<file path="config.mk">
export PLATFORM = sky130hd
export DESIGN_NAME = scr_base_l3_bank_req_sched
export DESIGN_NICKNAME = d
export VERILOG_FILES = /design/src/rtl/scr_base_l3_bank_req_sched.sv
export SDC_FILE = /design/constraint.sdc
export NUM_CORES = 1
export LEC_CHECK = 0
export CORE_MARGIN = 2
export CORE_UTILIZATION = 30
export DETAILED_ROUTE_END_ITERATION = 8
export SYNTH_ARGS = -nofsm -noshare
export SYNTH_HDL_FRONTEND = slang
export SYNTH_SLANG_ARGS = --single-unit
</file>
<file path="constraint.sdc">
create_clock -name clk -period 11 [get_ports clk]
set_clock_uncertainty 0.05 [all_clocks]
set_input_delay 2.2 -clock clk [delete_from_list [all_inputs] [get_ports clk]]
set_output_delay 2.2 -clock clk [all_outputs]
set_load 0.03 [all_outputs]
</file>
<file path="src/rtl/scr_base_l3_bank_req_sched.sv">
// L3 bank ingress scheduler: round-robin core arbitration, ROB entry allocation, registered alloc stage.
// Optional same-line hazard blocking is compiled in with SCR_BASE_L3_BANK_SCHED_HAZARD_EN.
module scr_base_l3_bank_req_sched #(
    parameter int CORE_NUM  = 4,
    parameter int ROB_DEPTH = 32,
    parameter int ROB_PTR_W = $clog2(ROB_DEPTH),
    parameter int ADDR_W    = 27,
    parameter int CORE_W    = $clog2(CORE_NUM)
) (
    input  logic                       clk,
    input  logic                       rst_n,
    input  logic [CORE_NUM-1:0]        req_vd,
    input  logic [CORE_NUM*ADDR_W-1:0] req_addr,
    output logic [CORE_NUM-1:0]        req_rdy,
    output logic                       alloc_vd,
    input  logic                       alloc_rdy,
    output logic [CORE_W-1:0]          alloc_core,
    output logic [ADDR_W-1:0]          alloc_addr,
    output logic [ROB_PTR_W-1:0]       alloc_idx,
    input  logic                       rel_vd,
    input  logic [ROB_PTR_W-1:0]       rel_idx,
    output logic [ROB_PTR_W:0]         rob_cnt,
    output logic                       rob_full,
    output logic                       err
);
    localparam logic [ROB_PTR_W:0] FULL_CNT = (ROB_PTR_W+1)'(ROB_DEPTH);

    logic [ROB_DEPTH-1:0] busy_q, busy_d;
    logic [CORE_W-1:0]    rr_ptr_q, rr_ptr_d;
    logic                 alloc_vd_q, alloc_vd_d;
    logic [CORE_W-1:0]    alloc_core_q, alloc_core_d;
    logic [ADDR_W-1:0]    alloc_addr_q, alloc_addr_d;
    logic [ROB_PTR_W-1:0] alloc_idx_q, alloc_idx_d;
    logic [ROB_PTR_W:0]   cnt_q, cnt_d;
    logic                 full_q, full_d;
    logic                 err_q, err_d;

    logic [CORE_NUM-1:0]  hazard, eligible;
    logic                 gnt_found;
    logic [CORE_W-1:0]    gnt_core;
    logic [ADDR_W-1:0]    gnt_addr;
    logic [ROB_PTR_W-1:0] free_idx;
    logic                 slot_free, xfer, rel_ok;

`ifdef SCR_BASE_L3_BANK_SCHED_HAZARD_EN
    logic [ADDR_W-1:0] line_q [ROB_DEPTH];

    // An entry being released this cycle is still busy here, so its line stays blocked one more cycle.
    always_comb begin
        hazard = '0;
        for (int c = 0; c < CORE_NUM; c++) begin
            for (int e = 0; e < ROB_DEPTH; e++) begin
                if (busy_q[e] && (line_q[e] == req_addr[c*ADDR_W +: ADDR_W])) begin
                    hazard[c] = 1'b1;
                end
            end
        end
    end

    always_ff @(posedge clk) begin
        if (xfer) begin
            line_q[free_idx] <= gnt_addr;
        end
    end
`else
    assign hazard = '0;
`endif

    assign eligible  = req_vd & ~hazard;
    assign slot_free = !alloc_vd_q || alloc_rdy;
    assign rel_ok    = rel_vd && busy_q[rel_idx];

    always_comb begin
        int c;
        gnt_found = 1'b0;
        gnt_core  = '0;
        for (int i = 0; i < CORE_NUM; i++) begin
            c = int'(rr_ptr_q) + i;
            if (c >= CORE_NUM) begin
                c = c - CORE_NUM;
            end
            if (!gnt_found && eligible[CORE_W'(c)]) begin
                gnt_found = 1'b1;
                gnt_core  = CORE_W'(c);
            end
        end
    end

    always_comb begin
        gnt_addr = '0;
        for (int c = 0; c < CORE_NUM; c++) begin
            if (CORE_W'(c) == gnt_core) begin
                gnt_addr = req_addr[c*ADDR_W +: ADDR_W];
            end
        end
    end

    // Lowest-index free entry: scan downward so the smallest index is assigned last.
    always_comb begin
        free_idx = '0;
        for (int e = ROB_DEPTH-1; e >= 0; e--) begin
            if (!busy_q[e]) begin
                free_idx = ROB_PTR_W'(e);
            end
        end
    end

    always_comb begin
        req_rdy = '0;
        if (gnt_found && slot_free && !full_q) begin
            req_rdy[gnt_core] = 1'b1;
        end
    end

    assign xfer = |(req_rdy & req_vd);

    always_comb begin
        busy_d       = busy_q;
        rr_ptr_d     = rr_ptr_q;
        alloc_vd_d   = alloc_vd_q;
        alloc_core_d = alloc_core_q;
        alloc_addr_d = alloc_addr_q;
        alloc_idx_d  = alloc_idx_q;
        err_d        = err_q;
        if (rel_vd) begin
            if (busy_q[rel_idx]) begin
                busy_d[rel_idx] = 1'b0;
            end else begin
                err_d = 1'b1;
            end
        end
        if (xfer) begin
            busy_d[free_idx] = 1'b1;
            alloc_vd_d       = 1'b1;
            alloc_core_d     = gnt_core;
            alloc_addr_d     = gnt_addr;
            alloc_idx_d      = free_idx;
            rr_ptr_d         = (int'(gnt_core) == CORE_NUM-1) ? '0 : gnt_core + 1'b1;
        end else if (alloc_rdy) begin
            alloc_vd_d = 1'b0;
        end
        cnt_d  = cnt_q + (ROB_PTR_W+1)'(xfer) - (ROB_PTR_W+1)'(rel_ok);
        full_d = (cnt_d == FULL_CNT);
    end

    always_ff @(posedge clk or negedge rst_n) begin
        if (!rst_n) begin
            busy_q       <= '0;
            rr_ptr_q     <= '0;
            alloc_vd_q   <= 1'b0;
            alloc_core_q <= '0;
            alloc_addr_q <= '0;
            alloc_idx_q  <= '0;
            cnt_q        <= '0;
            full_q       <= 1'b0;
            err_q        <= 1'b0;
        end else begin
            busy_q       <= busy_d;
            rr_ptr_q     <= rr_ptr_d;
            alloc_vd_q   <= alloc_vd_d;
            alloc_core_q <= alloc_core_d;
            alloc_addr_q <= alloc_addr_d;
            alloc_idx_q  <= alloc_idx_d;
            cnt_q        <= cnt_d;
            full_q       <= full_d;
            err_q        <= err_d;
        end
    end

    assign alloc_vd   = alloc_vd_q;
    assign alloc_core = alloc_core_q;
    assign alloc_addr = alloc_addr_q;
    assign alloc_idx  = alloc_idx_q;
    assign rob_cnt    = cnt_q;
    assign rob_full   = full_q;
    assign err        = err_q;

endmodule
</file>
# Word level (Yosys, flattened, before mapping)

Index checks and enable logic that the tools add are counted.
Widths: inputs -> output; s select.

Flip-flop bits (word level): 77
Bits of input ports: 121

Reductions and logical operators: 19
Bitwise logic cells: 5
Add/sub/neg operators: 10
Mux-type cells: 75
Order comparisons: 14
Eq/ne operators: 5

Operators with widths:

| cell                | number |
|---|---|
| $mux 5              | 32 |
| $mux 27             | 4 |
| $mux 32             | 3 |
| $and 32x32->32      | 1 |
| $not 32->32         | 1 |
| $or 32x32->32       | 1 |
| $mux 1              | 18 |
| $mux 2              | 9 |
| $lt 2x4->1 const B  | 4 |
| $lt 5x6->1 const B  | 2 |
| $demux 1 s5         | 2 |
| $ge 5x1->1 const B  | 2 |
| $ge 3x3->1 const B  | 3 |
| $logic_and 1x1->1   | 9 |
| $bmux 1 s2          | 4 |
| $sub 2x1->2 const B | 4 |
| $add 2x2->3 const B | 2 |
| $add 6x1->6         | 1 |
| $eq 6x6->1 const B  | 1 |
| $sub 6x1->6         | 1 |
| $bmux 1 s5          | 1 |
| $logic_not 1->1     | 5 |
| $and 4x4->4         | 1 |
| $eq 2x2->1 const A  | 2 |
| 15 further kinds    | 15 |

# Depth between registers and ports, before layout

Gate-level depths: netlist of the first run.

Depth in word-level cells: 38
Depth in mapped cells: 23
Mapped depth without buffers: 21

# Worst setup path after synthesis of the first run

OpenSTA, ideal clock, no wires.

Kind: input to output
From: input port req_vd[0]
To: output port req_rdy[3]
Path slack: 4,960 ps
Buffers on the path: 2
Data arrival time: 3,790 ps
Stages on the path: 9
Cells stage by stage: inv_1 nor2_1 a21oi_1 o221ai_1 inv_1 ha_1 clkbuf_1 clkbuf_1 and2_1

Longest elaborated chain between the ends: 18
Elaborated cells between the ends (all ways): 34
Those cells by class: 2 x order compare; 23 x mux; 9 x reduce/logical

RTL lines:

| element                                                        | RTL line | RTL |
|---|---|---|
| from (decl)                                                    | 12       | `input logic [CORE_NUM-1:0] req_vd,` |
| $bmux 1 s2                                                     | 82       | `if (!gnt_found && eligible[CORE_W'(c)]) begin` |
| $mux 1 (implied by the code) (2 in a row)                      | 82       |  |
| $mux 1                                                         | 82       |  |
| $logic_not 1->1                                                | 82       |  |
| $logic_and 1x1->1                                              | 82       |  |
| $mux 1                                                         | 82       |  |
| $logic_not 1->1                                                | 82       |  |
| $logic_and 1x1->1                                              | 82       |  |
| [... 2 more ...]                                               | -        |  |
| $logic_and 1x1->1                                              | 82       |  |
| $mux 2 *                                                       | 82       |  |
| net gnt_core[0]                                                | 40       | `logic [CORE_W-1:0] gnt_core;` |
| $lt 2x3->1 (implied by the code) or $ge 2x1->1 (tied branches) | 111      | `req_rdy[gnt_core] = 1'b1;` |
| $logic_and 1x1->1 (implied by the code)                        | 111      |  |
| $mux 1 (implied by the code)                                   | 111      |  |
| $demux 1 s2 *                                                  | 111      |  |
| $mux 4 *                                                       | 110      | `if (gnt_found && slot_free && !full_q) begin` |
| to (decl)                                                      | 14       | `output logic [CORE_NUM-1:0] req_rdy,` |

Mark *: on every way through the listed nets, which the timed path passes. The rest lies on a longest branch. The select of a mux whose other input is x is not followed.

# Final worst setup path of the first run

From: input port req_vd[1]
To: output port req_rdy[1]

Same word-level chain as after synthesis.

==> results of run 1 <==
worst min-delay path: stages (launching register included):
cell	delay, ns
dfrtp_1	0.34
nand2_1	0.04
o21ai_0	0.06
power breakdown:
group	internal, mW	switching (mW)	leakage [nW]
Combinational	0.403	0.667	1.63
Sequential	0.384	0.0822	0.958
Clock	0.176	0.119	0.132
Total	0.963	0.869	2.72
how the worst min path moves through the flow:
stage	start	to	slack [ns]	depth (start not counted)
final	alloc_addr[23]	alloc_addr[23]	0.43	2
after CTS	alloc_addr[23]	alloc_addr[23]	0.43	2
after detailed placement	alloc_addr[23]	alloc_addr[23]	0.42	2
after global placement	alloc_addr[1]	alloc_addr[1]	0.42	2
after global routing	alloc_addr[23]	alloc_addr[23]	0.45	2
after floorplan	busy_q[2]	busy_q[2]	0.45	1
metrics by stage:
| stage | hold slack, ns | worst slack (ns) |
|---|---|---|
| after floorplan | 0.447 | 4.96 |
| after global routing | 0.453 | 3.20 |
| after global placement | 0.419 | 3.60 |
| after detailed placement | 0.421 | 3.32 |
| final | 0.427 | 3.54 |
| after CTS | 0.434 | 3.58 |
kinds of logic after synthesis:
group	Yosys count
mux	13
fa+ha+maj	11
compound gates	197
flops	77
buf+inv	66
xor+xnor	5
simple gates	195
final cells by class:
class                      count  area (um^2)  share of cell area [%]
multi-input combinational    421         2710                    38.9
sequential                    77         1930                    27.6
timing repair buffer         168         1680                    24.0
tap                          216          270                    3.87
clock buffer                  11          233                    3.34
inverter                      26         97.6                    1.40
clock inverter                 5         61.3                   0.879
placed cells by master (no fill, tap or decap), types with 4 or more instances in the layout:
cell type,synthesis,layout
a221oi_1,27,27
nor2_1,13,13
and3_1,4,4
nand4_1,7,7
o22ai_1,6,6
inv_1,23,23
dfrtp_1,77,77
nand3_1,7,7
nor2b_1,30,29
o221ai_1,5,5
nand2b_1,8,8
ha_1,10,9
a21oi_1,40,40
or3_1,5,5
and2_1,7,7
clkbuf_16,0,9
a21o_1,5,5
nand3b_1,6,6
clkdlybuf4s50_1,0,166
mux2i_1,10,10
nor3_1,39,39
xnor2_1,5,5
o31ai_1,41,41
o21ai_1,27,27
o21ai_0,22,22
o32ai_1,4,4
nand2_1,61,61
per-layer routing:
layer / share of wire [%] / vias up / global-route usage [%]
met5: 0 / - / 0
met4: 3.4 / 0 / 9.36
met3: 6.3 / 49 / 4.15
met2: 49 / 195 / 33.5
met1: 41 / 2411 / 25.1
li1: - / 2380 / -
flip-flops by register name, indices dropped and copies added (netlist names):
| register | count |
|---|---|
| rob_full | 1 |
| alloc_core | 2 |
| rob_cnt | 6 |
| alloc_vd | 1 |
| alloc_idx | 5 |
| alloc_addr | 27 |
| err | 1 |
| busy_q | 32 |
| rr_ptr_q | 2 |
==> impl_metrics.ini, run 1 <==
[worst_setup_path]
crit_type = input pin to output pin
crit_path_max_fanout = 30
r2r-end = rob_full
r2r_start = rr_ptr_q[0]
endpoint = req_rdy[1]
required_ns = 8.75
worst_path_max_delay_cell = ha_1
crit_buf_inv = 4
reg2reg_slack_ns = 5.65
crit_family = buffers and inverters
cp_num_cells = 8
cp.arrival_ns = 5.21
startpoint = req_vd[1]
end_kind = output pin
cp-start-kind = input pin
path_cells = clkdlybuf4s50_1, inv_1, a21oi_1, o221ai_1, inv_1, ha_1, and2_1, clkdlybuf4s50_1
reg2reg_depth = 20
max_stage_delay_ns = 0.88

[yosys]
synth_nets = 696
synthAdderAreaFrac_pct = 2.96
synth_cells = 564
yosysSeqAreaShare_pct = 39.3
synth_compound_area_share_pct = 27.1
async_reset_ff_share_pct = 100
yosys.area_share.xor_xnor_pct = 0.893
ys_types = 55
synthTopCellsByCount = 77 x dfrtp_1, 61 x nand2_1, 41 x o31ai_1
synthSimpleGateAreaFrac_pct = 20.8
ys_ff_latch = 77
synthFlopType = dfrtp_1
synth_edf_count = 0
synth_top_family_by_area = compound AO/OA/AOI/OAI gates
synth.most_common_cell = dfrtp_1
netlist.area_leader.share_pct = 39.3
syn_area_um2 = 4900
ys_warn_count = 0
synth_area_per_cell_um2 = 8.69
yosys-top-cells-area = dfrtp_1 39%, o31ai_1 6.3%, a221oi_1 4.8%
synthMuxAreaShare_pct = 3.42
yosysTopAreaCell = dfrtp_1

[clocking]
htreeDepth = 3
cts_buffers = 9
clock_path_buffers = 2
clock_latency_ns = 0.35
clkSlewWorstSetupHoldPaths_ns = 0.06
cts_setup_buffers = 0
ctsHoldBuffers = 0
cts.sinks = 77
cts_tree = done
post_cts_resized = 0
cts_root_buf = clkbuf_16

[timing]
finalSetupViolations = 0
max_slew.worst_pin.slew_ns = 1.10
final-hold-violation-count = 0
fmax_mhz = 134
slew_violations = 0
rsz0062_at_grt = no
fin_crit_sh_pct = 67.8
min_period_ns = 7.46
slew_headroom_pct = 26.1
fin_setup_tns_ns = 0

[power_and_ir_drop]
p_total_mw = 1.83
irDropWorstVdd_uv = 195
power_density_nw_per_um2 = 262
cellLeakagePower_nw = 2.72

[routing]
drt_iter0_drc = 460
via_count = 5035
routed_wl_mm = 17.7
wl_per_cell_um = 19.1
antenna_left = 0
vias_per_cell = 5.45
drt_pass1_iterations = 5
drc = 0

[finish]
instances_no_fill = 924
utilization_pct = 43.8
num_antenna_cells = 0
area_growth_syn_to_layout_pct = 42.3
nFillCells = 1530
fin_nets = 835
drive_gt1_share_pct = 4.24
final_area_um2 = 6980

[global_routing]
track_usage_pct = 20.1
gr-total-overflow = 0
grt_pass1_vias = 5035
grt_pass1_wl_mm = 27.8
grt_max_degree = 78
grt_antenna_before_repair = 0

[placement]
hpwl_mm = 13.2
post_dp_cell_area_um2 = 6680
port_buffers = 167
place_congestion = 0.939
dpl.cell_count = 908

[floorplan]
coreArea_um2 = 15900
ios = 168
die_area_um2 = 17400
initial_core_util_pct = 30.7
die_height_um = 132
rows = 46
die_x_um = 132

[run]
drv_cap = 0

[status]
outcome = complete, no violations

[hold_path]
hp-class = register to register
Note: power is estimated with default switching activity, not from simulation.
==> run 2, diff against run 1 <==
==> constraint.sdc (replaced) <==
create_clock -name clk -period 6.9 [get_ports clk]
set_clock_uncertainty 0.05 [all_clocks]
set_input_delay 1.38 -clock clk [delete_from_list [all_inputs] [get_ports clk]]
set_output_delay 1.38 -clock clk [all_outputs]
set_load 0.03 [all_outputs]
==> impl_metrics.ini, run 2 (synthesized netlist as in run 1, its figures left out) <==
[status]
outcome = complete, no violations

[placement]
dpl.cell_count = 910
post_dp_cell_area_um2 = 6700
port_buffers = 167
place_congestion = 0.923
hpwl_mm = 12.9

[floorplan]
die_area_um2 = 17400
ios = 168
die_x_um = 132
rows = 46
die_height_um = 132
coreArea_um2 = 15900
initial_core_util_pct = 30.7

[routing]
drt_pass1_iterations = 5
routed_wl_mm = 17.3
vias_per_cell = 5.40
drt_iter0_drc = 396
antenna_left = 0
via_count = 4988
drc = 0
wl_per_cell_um = 18.7

[clocking]
htreeDepth = 3
post_cts_resized = 0
clkSlewWorstSetupHoldPaths_ns = 0.06
clock_path_buffers = 2
cts_root_buf = clkbuf_16
cts_tree = done
ctsHoldBuffers = 0
clock_latency_ns = 0.34
cts_buffers = 9
cts.sinks = 77
cts_setup_buffers = 0

[global_routing]
grt_pass1_vias = 5045
track_usage_pct = 20.0
gr-total-overflow = 0
grt_pass1_wl_mm = 27.5
grt_antenna_before_repair = 0
grt_max_degree = 78

[finish]
mostFrequentLayoutCell = clkdlybuf4s50_1
utilization_pct = 43.9
mostFrequentLayoutCells = 166 x clkdlybuf4s50_1, 77 x dfrtp_1, 61 x nand2_1
fin_nets = 837
largest_register_ffs = 32
instances_no_fill = 924
area_growth_syn_to_layout_pct = 42.8
final_area_um2 = 7000
regMostFlops = busy_q
num_antenna_cells = 0
drive_gt1_share_pct = 4.52

[timing]
fin_crit_sh_pct = 85.6
slew_headroom_pct = 20.7
slew_violations = 0
fin_setup_tns_ns = 0
max_slew.worst_pin.slew_ns = 1.18
rsz0062_at_grt = no
fmax_mhz = 169
final-hold-violation-count = 0
min_period_ns = 5.91
finalSetupViolations = 0

[worst_setup_path]
end_kind = output pin
reg2reg_slack_ns = 2.36
crit_path_max_fanout = 30
crit_type = input pin to output pin
required_ns = 5.47
cp-start-kind = input pin
cp.arrival_ns = 4.48

[power_and_ir_drop]
irDropWorstVdd_uv = 306
p_total_mw = 2.94
power_density_nw_per_um2 = 420
cellLeakagePower_nw = 2.75

[run]
drv_cap = 0

[hold_path]
hp-class = register to register
==> run 2: changes by cell type in the layout (fill, tap and decap cells not counted) <==
cell	delta
buf_4	+2
clkbuf_1	-2
clkinv_2	+2
clkinvlp_4	-2
bufinv_16	+1
clkinv_4	-1
==> run 2: layer usage <==
| metal | GRT usage (%) | vias up | wire length [um] |
|---|---|---|---|
| li1 | - | 2381 | - |
| met1 | 25.6 | 2384 | 7340 |
| met2 | 32.9 | 176 | 8480 |
| met3 | 3.23 | 47 | 838 |
| met4 | 9.60 | 0 | 611 |
| met5 | 0 | - | 0 |
==> run 2: final timing paths <==
kind / start / endpoint / cells past startpoint
setup / recovery: req_vd[1] / req_rdy[1] / 8
hold / removal: alloc_addr[19] / alloc_addr[19] / 2
setup reg to reg: rr_ptr_q[0] / rob_full / 20
hold reg to reg: alloc_addr[19] / alloc_addr[19] / 2
max in group asynchronous: rst_n / alloc_addr[16] / 1
min in group asynchronous: rst_n / alloc_addr[0] / 1
==> run 2: layout make-up <==
cell class,count,area [um^2]
Fill cell,1563,8940
Multi-Input combinational cell,421,2710
Sequential cell,77,1930
Timing Repair Buffer,170,1690
Tap cell,216,270
Clock buffer,9,225
Inverter,26,97.6
Clock inverter,5,77.6
==> run 2: critical path, cell delays in order <==
cell and delay (ns):
clkdlybuf4s50_1 0.56, inv_1 0.08, a21oi_1 0.15, o221ai_1 0.25, inv_1 0.15, ha_1 0.95
and2_1 0.25, clkdlybuf4s50_1 0.69
==> run 2: through the flow <==
stage	hold WS [ns]	setup slack, ns
after floorplan	0.447	1.98
after global placement	0.417	1.09
after detailed placement	0.418	0.804
after CTS	0.433	1.06
after global routing	0.450	0.684
final	0.431	0.992
==> run 2: where the power goes <==
| part | switching (mW) | leakage [nW] | total [mW] | internal, mW |
|---|---|---|---|---|
| Clock | 0.176 | 0.147 | 0.487 | 0.311 |
| Sequential | 0.134 | 0.958 | 0.746 | 0.612 |
| Combinational | 1.06 | 1.64 | 1.70 | 0.647 |
==> run 3, diff against run 2 <==
--- a/config.mk
+++ b/config.mk
@@ -6,7 +6,7 @@
 export NUM_CORES = 1
 export LEC_CHECK = 0
 export CORE_MARGIN = 2
-export CORE_UTILIZATION = 30
+export CORE_UTILIZATION = 35
 export DETAILED_ROUTE_END_ITERATION = 8
 export SYNTH_ARGS = -nofsm -noshare
 export SYNTH_HDL_FRONTEND = slang
==> impl_metrics.ini, run 3 (synthesized netlist as in run 1, its figures left out) <==
[placement]
pre_cts_ws_ns = 0.785
port_buffers = 167
hpwl_mm = 13.0
place_congestion = 0.895
post_dp_cell_area_um2 = 6660
dpl.cell_count = 875

[run]
drv_cap = 0

[floorplan]
coreArea_um2 = 13800
die_x_um = 122
die_area_um2 = 15000
ios = 168
die_height_um = 122
initial_core_util_pct = 35.6
rows = 43

[timing]
holdWs_ns = 0.427
fin_ws_ns = 1.01
finalSetupViolations = 0
fin_setup_tns_ns = 0
slew_headroom_pct = 25.0
slew_violations = 0
fmax_mhz = 170
fin_crit_sh_pct = 85.4
final-hold-violation-count = 0
min_period_ns = 5.89
max_slew.worst_pin.slew_ns = 1.13
rsz0062_at_grt = no

[clocking]
htreeDepth = 3
post_cts_resized = 0
ctsHoldBuffers = 0
cts_setup_buffers = 0
clock_latency_ns = 0.34
cts.sinks = 77
cts_root_buf = clkbuf_16
cts_buffers = 9
cts_tree = done
clock_path_buffers = 2
clkSlewWorstSetupHoldPaths_ns = 0.06

[routing]
vias_per_cell = 5.78
routed_wl_mm = 17.7
drt_iter0_drc = 332
drc = 0
antenna_left = 0
via_count = 5140
drt_pass1_iterations = 5
wl_per_cell_um = 19.9

[global_routing]
grt_pass1_wl_mm = 27.8
track_usage_pct = 24.0
grt_pass1_vias = 5236
gr-total-overflow = 0
grt_antenna_before_repair = 0
grt_max_degree = 78

[worst_setup_path]
required_ns = 5.47
cp.arrival_ns = 4.46
end_kind = output pin
cp-start-kind = input pin
crit_type = input pin to output pin
crit_path_max_fanout = 30

[finish]
drive_gt1_share_pct = 4.51
nFillCells = 1389
num_antenna_cells = 0
area_growth_syn_to_layout_pct = 42.2
instances_no_fill = 890
utilization_pct = 50.6
mostFrequentLayoutCells = 166 x clkdlybuf4s50_1, 77 x dfrtp_1, 61 x nand2_1
fin_nets = 838
mostFrequentLayoutCell = clkdlybuf4s50_1
regMostFlops = busy_q
largest_register_ffs = 32
final_area_um2 = 6970

[power_and_ir_drop]
irDropWorstVdd_uv = 397
power_density_nw_per_um2 = 426
cellLeakagePower_nw = 2.75
p_total_mw = 2.97

[status]
outcome = complete, no violations

[hold_path]
hp-class = register to register
run 3: cell count changes in the layout (fill, tap and decap cells not counted), sizes merged:
cell      delta
clkinv       -2
buf          +1
clkbuf       +1
clkinvlp     +1
inv          +1
run 3: report_power, final:
group	switching [mW]	leakage (nW)	internal (mW)
combinational	1.06	1.65	0.649
sequential	0.140	0.958	0.612
clock	0.193	0.145	0.316
run 3: worst max-delay path: stages:
cell	delay, ns
clkdlybuf4s50_1	0.57
inv_1	0.09
a21oi_1	0.15
o221ai_1	0.25
inv_1	0.17
ha_1	0.92
and2_1	0.25
clkdlybuf4s50_1	0.67
run 3: routing by layer:
layer / share of wire [%] / track usage (%)
met1: 41 / 30.1
met2: 49 / 40.4
met3: 5.6 / 4.41
met4: 4.1 / 10.6
met5: 0 / 0
run 3: area by class of cell:
type                    instances  area (um^2)  share of cell area, %
clock buffers                  10          229                   3.28
clock inverters                 5         83.8                   1.20
inverters                      26         97.6                   1.40
multi-input cells             421         2710                   38.9
flip-flops and latches         77         1930                   27.6
well taps                     180          225                   3.23
repair buffers                171         1700                   24.4
run 3: path summary, 6_finish.rpt:
path,slack (ns),endpoint,start,depth (start not counted)
min,0.43,err,err,1
min reg2reg,0.43,err,err,1
max in group asynchronous,5.01,alloc_addr[10],rst_n,1
max,1.01,req_rdy[1],req_vd[1],8
max reg2reg,2.39,rob_full,rr_ptr_q[1],20
min in group asynchronous,1.14,busy_q[0],rst_n,1
